### src/rtl/tms9918_pkg.sv
// tms9918_pkg: shared FSM state encoding and line-length limit for the scandoubler controller
package tms9918_pkg;

    typedef enum logic [1:0] {
        SEARCH,
        MEASURE,
        LOCKED
    } ctrl_state_t;

    localparam logic [8:0] LINE_MAX = 9'd511;

endpackage

### src/rtl/tms9918_pixel_strobe.sv
// tms9918_pixel_strobe: phase counter producing input (every DIV clks) and output (every DIV/2 clks) pixel strobes
module tms9918_pixel_strobe #(
    parameter int DIV = 4
) (
    input  logic clk,
    input  logic reset,
    output logic clk_en_in,
    output logic clk_en_out
);

    localparam int PW = (DIV > 2) ? $clog2(DIV) : 1;
    localparam logic [PW-1:0] LAST = PW'(DIV - 1);
    localparam logic [PW-1:0] HALF = PW'(DIV / 2 - 1);

    logic [PW-1:0] phase;
    logic          armed;

    // Strobes are registered so they land on the clk where the phase wraps; the mid-pixel
    // output strobe is held off until the first full input pixel has elapsed.
    always_ff @(posedge clk or posedge reset) begin
        if (reset) begin
            phase      <= '0;
            armed      <= 1'b0;
            clk_en_in  <= 1'b0;
            clk_en_out <= 1'b0;
        end else begin
            phase      <= (phase == LAST) ? '0 : phase + 1'b1;
            armed      <= armed | (phase == LAST);
            clk_en_in  <= phase == LAST;
            clk_en_out <= (phase == LAST) || (armed && phase == HALF);
        end
    end

endmodule

### src/rtl/tms9918_scandoubler_ctrl.sv
// tms9918_scandoubler_ctrl: line-length measurement and lock FSM for the line doubler; TMS9918_SCANDOUBLER_CTRL_STATS_EN adds unlock_count
module tms9918_scandoubler_ctrl
    import tms9918_pkg::*;
#(
    parameter int DIV        = 4,
    parameter int LOCK_LINES = 4,
    parameter int MIN_WIDTH  = 256
) (
    input  logic       clk,
    input  logic       reset,
    input  logic       sync_h_in,
    output logic       clk_en_in,
    output logic       clk_en_out,
    output logic [8:0] line_width,
    output logic       locked,
    output logic       bypass
`ifdef TMS9918_SCANDOUBLER_CTRL_STATS_EN
    ,
    output logic [7:0] unlock_count
`endif
);

    localparam logic [8:0] MIN_W    = 9'(MIN_WIDTH);
    localparam logic [3:0] LOCK_TOP = 4'(LOCK_LINES - 1);

    ctrl_state_t state;
    logic [8:0]  cnt;
    logic [3:0]  match_cnt;
    logic        sync_prev;
    logic        edge_ok;
    logic        same;
    logic        sat;

    tms9918_pixel_strobe #(.DIV(DIV)) u_strobe (
        .clk       (clk),
        .reset     (reset),
        .clk_en_in (clk_en_in),
        .clk_en_out(clk_en_out)
    );

    assign edge_ok = sync_h_in && !sync_prev && (cnt >= MIN_W);
    assign same    = cnt == line_width;
    assign sat     = cnt == LINE_MAX;

    // Sync edge tracking, pixel counting and lock FSM, all advanced once per input pixel;
    // a valid edge always takes priority over counter saturation.
    always_ff @(posedge clk or posedge reset) begin
        if (reset) begin
            state      <= SEARCH;
            cnt        <= '0;
            match_cnt  <= '0;
            line_width <= '0;
            sync_prev  <= 1'b0;
            locked     <= 1'b0;
            bypass     <= 1'b1;
`ifdef TMS9918_SCANDOUBLER_CTRL_STATS_EN
            unlock_count <= '0;
`endif
        end else begin
            locked <= state == LOCKED;
            bypass <= state != LOCKED;
            if (clk_en_in) begin
                sync_prev <= sync_h_in;
                cnt       <= edge_ok ? 9'd1 : (sat ? cnt : cnt + 9'd1);
                if (edge_ok) begin
                    case (state)
                        SEARCH: begin
                            state     <= MEASURE;
                            match_cnt <= '0;
                        end
                        MEASURE: begin
                            line_width <= cnt;
                            match_cnt  <= same ? match_cnt + 4'd1 : 4'd0;
                            if (same && match_cnt + 4'd1 == LOCK_TOP)
                                state <= LOCKED;
                        end
                        default: begin
                            if (!same) begin
                                state      <= MEASURE;
                                match_cnt  <= '0;
                                line_width <= cnt;
`ifdef TMS9918_SCANDOUBLER_CTRL_STATS_EN
                                unlock_count <= unlock_count + {7'd0, unlock_count != 8'hFF};
`endif
                            end
                        end
                    endcase
                end else if (sat && state != SEARCH) begin
                    state     <= SEARCH;
                    match_cnt <= '0;
`ifdef TMS9918_SCANDOUBLER_CTRL_STATS_EN
                    if (state == LOCKED)
                        unlock_count <= unlock_count + {7'd0, unlock_count != 8'hFF};
`endif
                end
            end
        end
    end

endmodule
### config.mk
export PLATFORM = sky130hd
export DESIGN_NAME = tms9918_scandoubler_ctrl
export DESIGN_NICKNAME = d
export VERILOG_FILES = /design/src/rtl/tms9918_pkg.sv /design/src/rtl/tms9918_pixel_strobe.sv /design/src/rtl/tms9918_scandoubler_ctrl.sv
export SDC_FILE = /design/constraint.sdc
export NUM_CORES = 1
export LEC_CHECK = 0
export CAP_MARGIN = 15
export CORE_ASPECT_RATIO = 1.2
export CORE_UTILIZATION = 55
export DETAILED_ROUTE_END_ITERATION = 8
export GPL_TIMING_DRIVEN = 0
export PLACE_DENSITY = 0.86
export SLEW_MARGIN = 20
export SYNTH_ARGS = -nofsm -noshare
export SYNTH_HDL_FRONTEND = slang
export SYNTH_SLANG_ARGS = --single-unit
### constraint.sdc
create_clock -name clk -period 5.9 [get_ports clk]
set_input_delay 1.18 -clock clk [delete_from_list [all_inputs] [get_ports clk]]
set_output_delay 1.18 -clock clk [all_outputs]
set_load 0.03 [all_outputs]
Word level (Yosys, flattened, before mapping)
Index checks and enable logic that the tools add are counted.
Operators by class
  magnitude comparators: 1
  multiplexer cells: 15
  bitwise operators: 2
  reductions and logical operators: 14
  $add $sub $neg: 3
  equality and inequality tests: 12
Operators by type and width (count)
  two-way mux 9 bit: 3
  case mux 9 bit (2 select lines): 1
  two-way mux 4 bit: 4
  two-way mux 2 bit: 5
  adder 9 x 1 -> 9 bit (second input constant): 1
  == test 9 bit: 1
  == test 9 bit (second input constant): 1
  >= comparator 9 bit (second input constant): 1
  case mux 4 bit (2 select lines): 1
  AND reduction 4 bit: 2
  logical AND 1 bit: 5
  adder 4 x 1 -> 4 bit (second input constant): 1
  == test 2 x 1 -> 1 bit (second input constant): 2
  == test 2 bit (second input constant): 2
  == test 4 x 2 -> 1 bit (second input constant): 1
  inequality test 2 bit (second input constant): 2
  inequality test 4 x 2 -> 1 bit (second input constant): 1
  case mux 2 bit (2 select lines): 1
  nonzero test 2 bit: 2
  inequality test 3 bit (second input constant): 1
  AND reduction 3 bit: 1
  adder 2 x 1 -> 2 bit (second input constant): 1
  zero test 2 bit: 1
  inequality test 2 x 1 -> 1 bit (second input constant): 1
  5 further kinds: 5
Storage, ports and cells
  input port bits: 3
  register bits after elaboration: 32

Logic depth before layout (Yosys ltp)
  word-level depth: 6
  gate-level depth with buffers: 9
  gate-level depth less buffers: 9

By module
From an unflattened synthesis, not the netlist that was laid out.
Unflattened totals
  cells, all modules: 151
  area total of the unflattened synthesis: 1619.1 µm²
By module, submodules not included
  tms9918_scandoubler_ctrl: cells an instance 138, area an instance 1438.9 µm², instances 1
  tms9918_pixel_strobe: cells an instance 13, area an instance 180.2 µm², instances 1

Worst setup path before layout
OpenSTA, ideal clock, no wires.
  path kind: input port to flip-flop
  from: input sync_h_in
  to: register line_width[1]
  library setup time: 0.128 ns
  arrival time: 2.126 ns
  path buffers: 0
  required time: 5.772 ns
  path slack: 3.646 ns
  cell stages on the path: 4
  cells stage by stage: nand3b_1 -> a211oi_1 -> o21ai_4 -> mux2_1
On the way
  longest elaborated chain between the ends: 3
Ends and longest elaborated chain
  from (decl): RTL line tms9918_scandoubler_ctrl.sv:11  | input logic sync_h_in,
  logical AND 1 bit (2 in a row): RTL line tms9918_scandoubler_ctrl.sv:41  | assign edge_ok = sync_h_in && !sync_prev && (cnt >= MIN_W);
  AND reduction 4 bit (no line)
  to (signal assigned): RTL line tms9918_scandoubler_ctrl.sv:72  | line_width <= cnt;
  to (signal assigned): RTL line tms9918_scandoubler_ctrl.sv:81  | line_width <= cnt;
  to (decl): RTL line tms9918_scandoubler_ctrl.sv:14  | output logic [8:0] line_width,
Every way passes these cells.
A chain may end at the register's enable or synchronous reset.

Final worst setup path
  from: register bypass
  to: output bypass
RTL lines
  from (decl): RTL line tms9918_scandoubler_ctrl.sv:16  | output logic bypass
  from (signal assigned): RTL line tms9918_scandoubler_ctrl.sv:55  | bypass <= 1'b1;
  from (signal assigned): RTL line tms9918_scandoubler_ctrl.sv:61  | bypass <= state != LOCKED;
No word-level cell between the ends.

==> flow_metrics.env <==
export IMPL_worstSkewPairLatency_ns=0.35
export IMPL_vdd_ir_drop_max_uv=145
export IMPL_max_cap_violations=0
export IMPL_critPathMaxStageDelay_ns=0.65
export IMPL_tightest_slew_ns=0.619
export IMPL_holdCritPathClass="flop to flop"
export IMPL_critPathCaptureType="output port"
export IMPL_globalRouteTotalUtil_pct=22.6
export IMPL_port_buffers=15
export IMPL_setup_repair_after_global_routing_missed_its_margin="no"
export IMPL_num_nets_final=178
export IMPL_worstPathRequired_ns=4.72
export IMPL_timing_critical_path_fanout_max=1
export IMPL_synth_seq_cells=32
export IMPL_most_frequently_used_flop_master_after_synthesis="sky130_fd_sc_hd__dfrtp_1"
export IMPL_flow_area_growth_from_synthesis_pct=16.0
export IMPL_cpLargestDelayFamily="buffers and inverters"
export IMPL_cts_root_buffer_cell="sky130_fd_sc_hd__clkbuf_4"
export IMPL_post_synth_edffs=0
export IMPL_worst_setup_hold_path_clk_slew_ns=0.09
export IMPL_fp_dieH_um=60.9
export IMPL_avgSynthCellArea_um2=10.8
export IMPL_power_density_nw_per_um2=194
export IMPL_post_place_cells=196
export IMPL_dp_hpwl_um=2160
export IMPL_cells_after_synthesis=147
export IMPL_setup_violations=0
export IMPL_holdBufCountCts=0
export IMPL_period_share_pct=45.6
export IMPL_drt_pass1_iter_count=4
export IMPL_post_cts_setup_buffer_count=0
export IMPL_path_cells="clkdlybuf4s50_1"
export IMPL_syn_num_nets=156
export IMPL_internal_power_w=0.000278
export IMPL_path_class="flop to output port"
export IMPL_cts_sinks=32
export IMPL_p_leak_nw=0.827
export IMPL_fill_cells=225
export IMPL_outcome="completed"
export IMPL_crit_path_top_delay_cell="sky130_fd_sc_hd__clkdlybuf4s50_1"
export IMPL_antennaDiodeCount=0
export IMPL_buffer_depth_of_the_longest_clock_path=2
export IMPL_worst_ep_arrival_time_ns=1.51
export IMPL_f_max_mhz=372
export IMPL_grt_start_max_net_pins=33
export IMPL_seq_power_share_pct=61.4
export IMPL_clock_tree_from_tritoncts="done"
export IMPL_total_drc_errors_in_the_routed_layout=0
export IMPL_syn_area_um2=1590
export IMPL_post_route_util_pct=66.8
export IMPL_num_io_pins=16
export IMPL_finalHoldViolCount=0
export IMPL_ys_types=35
export IMPL_grt_ovfl_total=0
export IMPL_ffs_w_async_s_r_synth_pct=100
export IMPL_number_of_antenna_violations_at_the_first_check_in_global_routing=0
export IMPL_gp_congestion=0.831
export IMPL_antenna_left=0
export IMPL_total_wire_length_after_detailed_routing_um=3020
export IMPL_vias=1207
export IMPL_route_detailed_vias_per_inst=5.92
export IMPL_first_global_vias=1141
export IMPL_first_pass_grt_wire_length_um=4910
export IMPL_netSwitchingPower_w=0.0000800
export IMPL_drive_gt1_share_pct=11.8
export IMPL_cts_made_buffers=5
export IMPL_worst_clock_skew_ns=0.0131
export IMPL_ys_seq_area_share_pct=50.4
export IMPL_ys_warn_count=0
export IMPL_final_period_minus_worst_setup_slack_ns=2.69
export IMPL_cts_htree_levels=2
export IMPL_start_kind="flop"
export IMPL_swShare_pct=22.4
export IMPL_layout_cells_most_common="sky130_fd_sc_hd__dfrtp_1"
export IMPL_cts_repair_resized=0
export IMPL_power_clock_fraction_pct=36.9
export IMPL_die_area_um2=3110
export IMPL_p_comb_share_pct=1.7
export IMPL_fp_dieW_um=51.1
export IMPL_start_util_pct=57.6
export IMPL_row_count=21
export IMPL_critPathBufInv=1
export IMPL_slew_violations=0
export IMPL_detail_route_wl_per_cell_um=14.8
export IMPL_drt_iter0_markers=32
export IMPL_totalNegativeSetupSlack_ns=0
export IMPL_mostFrequentLayoutCells="sky130_fd_sc_hd__dfrtp_1, sky130_fd_sc_hd__clkdlybuf4s50_1, sky130_fd_sc_hd__o21ai_0"
export IMPL_instances_no_fill=204
export IMPL_max_slew_margin_pct=58.3
export IMPL_core_um2=2760
[through the flow]
| step | setup WS [ns] | cell area (um2) | power (W) | hold slack [ns] |
|---|---|---|---|---|
| 2_1_floorplan | 3.65 | 1590 | 0.000228 | 0.430 |
| 3_3_place_gp | 2.99 | 1780 | 0.000230 | 0.443 |
| 3_5_place_dp | 2.95 | 1780 | 0.000230 | 0.454 |
| 4_1_cts | 3.20 | 1840 | 0.000361 | 0.478 |
| 5_1_grt | 3.17 | 1840 | 0.000371 | 0.490 |
| 6_report | 3.21 | 1840 | 0.000358 | 0.474 |
[per-layer routing]
metal,part of all wire (%),GRT usage (%)
met1,40,26.3
met2,53,37.6
met3,3.6,4.51
met4,2.6,15.9
met5,0,0
[cell usage after synthesis (all sizes together), types with 2 or more instances]
library cell	instances	area share, %
and3	3	1.2
a22o	3	1.7
clkbuf	2	0.47
nor3	5	1.6
dfrtp	31	49
o21a	3	1.4
xnor2	5	2.8
nor2	6	1.4
xor2	7	3.9
a22oi	3	1.4
nand2	10	2.4
nor2b	3	1.2
nor4	2	1.2
ha	6	4.7
a21oi	5	1.6
mux2	10	7.1
o21ai	15	5.4
nand3	7	2.2
inv	8	1.9
nand4	2	1.2
[area by class of cell]
cell class                 instances  area [um2]  share of cell area [%]
clock inverter                     2        10.0                   0.543
inverter                           8        30.0                    1.63
multi-input combinational        105         751                    40.7
sequential                        32         802                    43.5
clock buffer                       6        51.3                    2.78
tap                               34        42.5                    2.31
buffer                             2        7.51                   0.407
timing repair buffer              15         150                    8.14
[worst register-to-register path: cells and delay by family, from the launching register on]
family          cells  cell delay [ns]
flops               1             0.46
simple gates        3             0.29
fa+ha+maj           2             0.53
compound gates      2             0.65
mux                 1             0.29
[registers in the layout, summed over array words and instances (netlist names)]
signal               count
u_strobe.phase           2
match_cnt                4
sync_prev                1
line_width               9
u_strobe.clk_en_in       1
u_strobe.clk_en_out      1
bypass                   1
u_strobe.armed           1
state                    2
cnt                      9
locked                   1
[worst paths after layout]
check                                     from        endpoint  slack (ns)  cells past startpoint
max in group asynchronous                reset   line_width[6]        4.24                      2
worst min register to register  u_strobe.armed  u_strobe.armed        0.47                      1
worst min-delay path            u_strobe.armed  u_strobe.armed        0.47                      1
worst max-delay path                    bypass          bypass        3.21                      1
min in group asynchronous                reset          cnt[8]        1.24                      2
worst max register to register          cnt[0]    match_cnt[0]        3.57                      8
[cell families after synthesis]
family                   after synthesis  synth area share [%]
AND/OR/NAND/NOR                       43                  14.7
buffers and inverters                 10                  2.36
adder cells (fa/ha/maj)                6                  4.72
multiplexers                          11                  7.71
XOR/XNOR                              12                  6.61
flip-flops                            32                  50.4
AO/OA/AOI/OAI                         33                  13.5
[power by group through the flow]
stage	Combinational [W]	Sequential, W	Clock (W)
CTS	0.00000639	0.000220	0.000135
detailed placement	0.00000638	0.000224	0
global placement	0.00000617	0.000224	0
floorplan	0.00000370	0.000224	0
finish	0.00000599	0.000220	0.000132
global route	0.00000727	0.000220	0.000144
Note: power is estimated with default switching activity, not from simulation.
